## config.mk

```make
export PLATFORM = sky130hd
export DESIGN_NAME = btm4_multiplier
export DESIGN_NICKNAME = d
export VERILOG_FILES = /design/src/rtl/btm4_multiplier.sv
export SDC_FILE = /design/constraint.sdc
export NUM_CORES = 1
export LEC_CHECK = 0
export ABC_CLOCK_PERIOD_IN_PS = 21600
export CELL_PAD_IN_SITES_DETAIL_PLACEMENT = 0
export CELL_PAD_IN_SITES_GLOBAL_PLACEMENT = 2
export CORE_ASPECT_RATIO = 0.75
export CORE_MARGIN = 2
export CORE_UTILIZATION = 37
export DETAILED_ROUTE_END_ITERATION = 8
export PLACE_DENSITY_LB_ADDON = 0.3
export SYNTH_ARGS = -nofsm -noshare
export SYNTH_HDL_FRONTEND = slang
export SYNTH_SLANG_ARGS = --single-unit
```

## constraint.sdc

```tcl
create_clock -name clk -period 21.6 [get_ports clk]
set_input_delay 4.32 -clock clk [delete_from_list [all_inputs] [get_ports clk]]
set_output_delay 4.32 -clock clk [all_outputs]
set_load 0.01 [all_outputs]
```

## src/rtl/btm4_multiplier.sv

```systemverilog
// Balanced-ternary multiplier tile: 2-trit X times 2-trit Y gives a 4-trit
// product, registered once on clk (one-cycle latency).
// Trit code: 2'b01 = -1, 2'b11 = 0, 2'b10 = +1, 2'b00 = illegal.
// Ports:
//   clk     - single clock, rising edge
//   rst     - synchronous active-high reset, loads io_out = 8'hFF (product 0)
//   io_in   - [7:6]=x1 (MST of X), [5:4]=x0, [3:2]=y1 (MST of Y), [1:0]=y0
//   io_out  - [7:6]=z3 (MST), [5:4]=z2, [3:2]=z1, [1:0]=z0; 8'h00 flags illegal input
module btm4_multiplier (
  input  logic       clk,
  input  logic       rst,
  input  logic [7:0] io_in,
  output logic [7:0] io_out
);

  localparam int unsigned VW      = 7;   // signed working width for operands/product
  localparam int unsigned NTRITS  = 4;   // product trits
  localparam logic [7:0]  OUT_RST = 8'hFF;
  localparam logic [7:0]  OUT_ERR = 8'h00;

  // Decode one trit code to a signed value; illegal code decodes to 0 and
  // is caught separately by legal_c.
  function automatic logic signed [VW-1:0] trit_val(input logic [1:0] code);
    logic signed [VW-1:0] v;
    case (code)
      2'b01:   v = -7'sd1;
      2'b10:   v = 7'sd1;
      default: v = 7'sd0;
    endcase
    return v;
  endfunction

  // Encode an offset digit (0,1,2 meaning -1,0,+1) back to a trit code.
  function automatic logic [1:0] trit_enc(input logic [1:0] dig);
    logic [1:0] code;
    case (dig)
      2'd0:    code = 2'b01;
      2'd1:    code = 2'b11;
      2'd2:    code = 2'b10;
      default: code = 2'b00;
    endcase
    return code;
  endfunction

  logic                 legal_c;
  logic signed [VW-1:0] x_val_c;
  logic signed [VW-1:0] y_val_c;
  logic signed [VW-1:0] prod_c;
  logic        [VW-1:0] rem_c;
  logic        [1:0]    dig_c;
  logic        [7:0]    z_c;

  // Decode, multiply, convert to balanced ternary.
  // Adding 40 (= 1111 in balanced ternary) makes the product non-negative, so
  // plain divide-by-3 digits d in {0,1,2} map directly to trits d-1; this is
  // the same as the remainder-2 -> -1 with carry correction, done up front.
  always_comb begin
    legal_c = (io_in[7:6] != 2'b00) && (io_in[5:4] != 2'b00) &&
              (io_in[3:2] != 2'b00) && (io_in[1:0] != 2'b00);
    x_val_c = trit_val(io_in[7:6]) * 7'sd3 + trit_val(io_in[5:4]);
    y_val_c = trit_val(io_in[3:2]) * 7'sd3 + trit_val(io_in[1:0]);
    prod_c  = x_val_c * y_val_c;
    rem_c   = VW'(prod_c + 7'sd40);
    dig_c   = 2'd0;
    z_c     = 8'h00;
    for (int i = 0; i < NTRITS; i++) begin
      dig_c         = 2'(rem_c % 7'd3);
      rem_c         = rem_c / 7'd3;
      z_c[2*i +: 2] = trit_enc(dig_c);
    end
  end

  // Output register: reset wins, then illegal-input flag, then product.
  always_ff @(posedge clk) begin
    if (rst) begin
      io_out <= OUT_RST;
    end else if (!legal_c) begin
      io_out <= OUT_ERR;
    end else begin
      io_out <= z_c;
    end
  end

endmodule

```

==> run summary <==
Number of enable flip-flop cells after synthesis: 0
Buffer cell driving the clock tree root: sky130_fd_sc_hd__clkbuf_16
Fraction of the mapped netlist area in simple logic gates: 0.259
Register area: 160 µm²
Final period utilization: 0.938
Wire per inst: 14.1 µm
Largest registers ranked by flip-flop count: io_out x8
Area fraction in compound gates after synthesis: 0.276
Fraction of layout instances using a drive strength above 1: 0.0861
Startpoint class of the critical path: input port
Fmax: 0.0494 GHz
Hold buffers post-CTS: 0
Combinational family with the most area after synthesis: compound AO/OA/AOI/OAI gates
Number of rows in the core area: 31
Tightest Hold Check Type: in2reg
Area share of the largest cell type after synthesis: 0.196
Slowest CP cell: sky130_fd_sc_hd__xnor3_2
Worst-margin pin slew: 1.13 ns
Delay of the slowest cell on the worst path: 0.55 ns
Total gr overflow: 0
Status: complete, no violations
Clock transition at path regs: 0.04 ns
Ant. Diodes: 0
Source of the critical timing path: io_in[6]
Post-CTS Setup Repair Bufs: 0
Required time of the worst setup path: 21.72 ns
Final core utilization: 0.426
Routed wire length: 9090 µm
Longest Clk Path Bufs: 2
Tightest slew margin relative to the limit: 0.240
Min setup slack post-route: 1.34 ns
Number of global-route vias before repair: 3,218
Number of I/O port buffers: 17
Post-synth ARST share: 0
Clock H-tree levels: 1
DRC viols: 0
Number of pins with negative max-slew slack in the final report: 0
Library cells used by synthesis: 82
Fill cell count: 1,024
Kind of end point of the critical path: flop
Post-Synth XOR/XNOR Area: 0.0937
Top cell by count, worst path: sky130_fd_sc_hd__ha_1
Seq cells post-synth: 8
Post-synthesis instance total: 504
Boundary pin count: 18
Commonest non-fill, non-tap cell in the layout: sky130_fd_sc_hd__ha_1
DR vias: 3,588
Most frequent cells in the layout: 59 x sky130_fd_sc_hd__ha_1, 56 x sky130_fd_sc_hd__nor2_1, 45 x sky130_fd_sc_hd__inv_1
Max-capacitance violation count: 0
Warnings from Yosys: 0
Chip Height: 91.4 µm
Area growth from synthesis to layout: 10.6%
Total routing resource utilization after global routing: 0.166
Starting utilization of the core area: 0.385
Total Neg Setup Slack: 0 ns
Category of the most critical setup path: in2reg
Area of the core: 0.00977 mm²
Syn avg cell area: 7.47 µm²
Detail-routed via count per cell: 5.58
Worst-path maximum fanout: 20
Most flop-heavy register: io_out
Initial antenna violation count: 0
Top area cells in the synthesized netlist: sky130_fd_sc_hd__ha_1 20%, sky130_fd_sc_hd__nor2_1 5.6%, sky130_fd_sc_hd__fa_1 5.3%
Minimum clock period after layout: 20.26 ns
Worst hold endpoint: io_out[2]
Sequential fraction of the synthesis area: 0.0425
Unrepaired setup endpoints after global routing: no
Largest net degree at the start of global routing: 25
Clock tree from TritonCTS: yes
Final hold vios: 0
Library cell with the largest summed area after synthesis: sky130_fd_sc_hd__ha_1
Area occupied by multi-input gates: 0.00339 mm²
Length of the first detailed-routing pass in iterations: 5
Hold Crit Start: rst
Final-report setup violation count: 0
Fin nets: 592
Max FFs per register: 8
Number of antenna-violating nets in the routed design: 0
Gpl congestion: 0.864
Fraction of synthesized area in multiplexers: 0.0140
First-pass GRT wire length: 15,700 µm
Dpl hpwl: 7250 µm
Setup slack after placement: 0.647 ns
Inserted Clock Buffers: 3
Clk sinks: 8
Worst EP arrival: 20.39 ns
Adder and majority gate portion of the synthesized area: 0.249
Min-Delay Path Depth: 2
Synth Flop Type: sky130_fd_sc_hd__dfxtp_1
Number of DRC markers in iteration 0: 308
Post-synth design cell area: 0.00376 mm²
Horizontal extent of the die: 120 µm
Overall die area: 0.0110 mm²
-- worst max-delay path, delay by kind of cell --
family	cells	cell delay (ns)
muxes	1	0.27
and+or+nand+nor	16	4.17
AOI/OAI and AO/OA	17	3.98
xor gates and xnor gates	8	1.71
adders and majority gates	15	4.57
buffers and inverters	8	1.37
-- what timing repair did --
action,in CTS,in global routing
gates resized for setup,0,5
setup endpoints to repair,0,2
hold endpoints to repair,0,0
-- cell usage after synthesis (8+ instances only) --
cell type,number
sky130_fd_sc_hd__a21o_1,11
sky130_fd_sc_hd__a21oi_1,24
sky130_fd_sc_hd__and2_1,17
sky130_fd_sc_hd__clkbuf_1,12
sky130_fd_sc_hd__dfxtp_1,8
sky130_fd_sc_hd__fa_1,10
sky130_fd_sc_hd__ha_1,59
sky130_fd_sc_hd__inv_1,45
sky130_fd_sc_hd__nand2_1,37
sky130_fd_sc_hd__nand3_1,13
sky130_fd_sc_hd__nor2_1,56
sky130_fd_sc_hd__nor2b_1,12
sky130_fd_sc_hd__nor3_1,17
sky130_fd_sc_hd__o21ai_0,20
sky130_fd_sc_hd__o31ai_1,8
sky130_fd_sc_hd__xnor2_1,16
-- per-layer routing --
layer,vias to the layer above,share of wire,GRT usage
li1,1829,-,-
met1,1678,0.55,0.274
met2,81,0.40,0.237
met3,0,0.045,0.0101
met4,0,0,0.0145
met5,-,0,0
-- stage by stage --
stage / instances / instance area (µm²) / hold WS, ns
6_report: 643 / 4160 / 4.89
2_1_floorplan: 505 / 3770 / 4.62
3_3_place_gp: 640 / 4050 / 5.07
4_1_cts: 643 / 4130 / 4.89
5_1_grt: 643 / 4160 / 4.92
3_5_place_dp: 640 / 4050 / 5.05
-- final cells by class --
class / count / area share
sequential: 8 / 0.0385
inverter: 48 / 0.0442
tap: 132 / 0.0397
clock buffer: 3 / 0.0180
multi-input combinational: 433 / 0.815
timing repair buffer: 19 / 0.0445
-- worst max path at each step --
stage                      endpoint  slack, ns  depth (start not counted)
after floorplan           io_out[7]       3.32                         62
after global placement    io_out[7]       0.69                         62
after detailed placement  io_out[7]       0.65                         63
after CTS                 io_out[7]       0.84                         62
after global routing      io_out[7]       0.06                         64
final                     io_out[7]       1.34                         65
-- cells by family (layout without fill, tap and decap cells) --
group                    count (synthesis)  after routing
AO/OA/AOI/OAI                          136            136
XOR/XNOR                                30             30
adder cells (fa/ha/maj)                 69             69
buffers and inverters                   64             70
flip-flops                               8              8
multiplexers                             5              5
other                                    1              2
AND/OR/NAND/NOR                        191            191
Power is left out: the tool's default activity adds up to more than one toggle a clock period on the data nets, which glitch-free logic cannot reach.
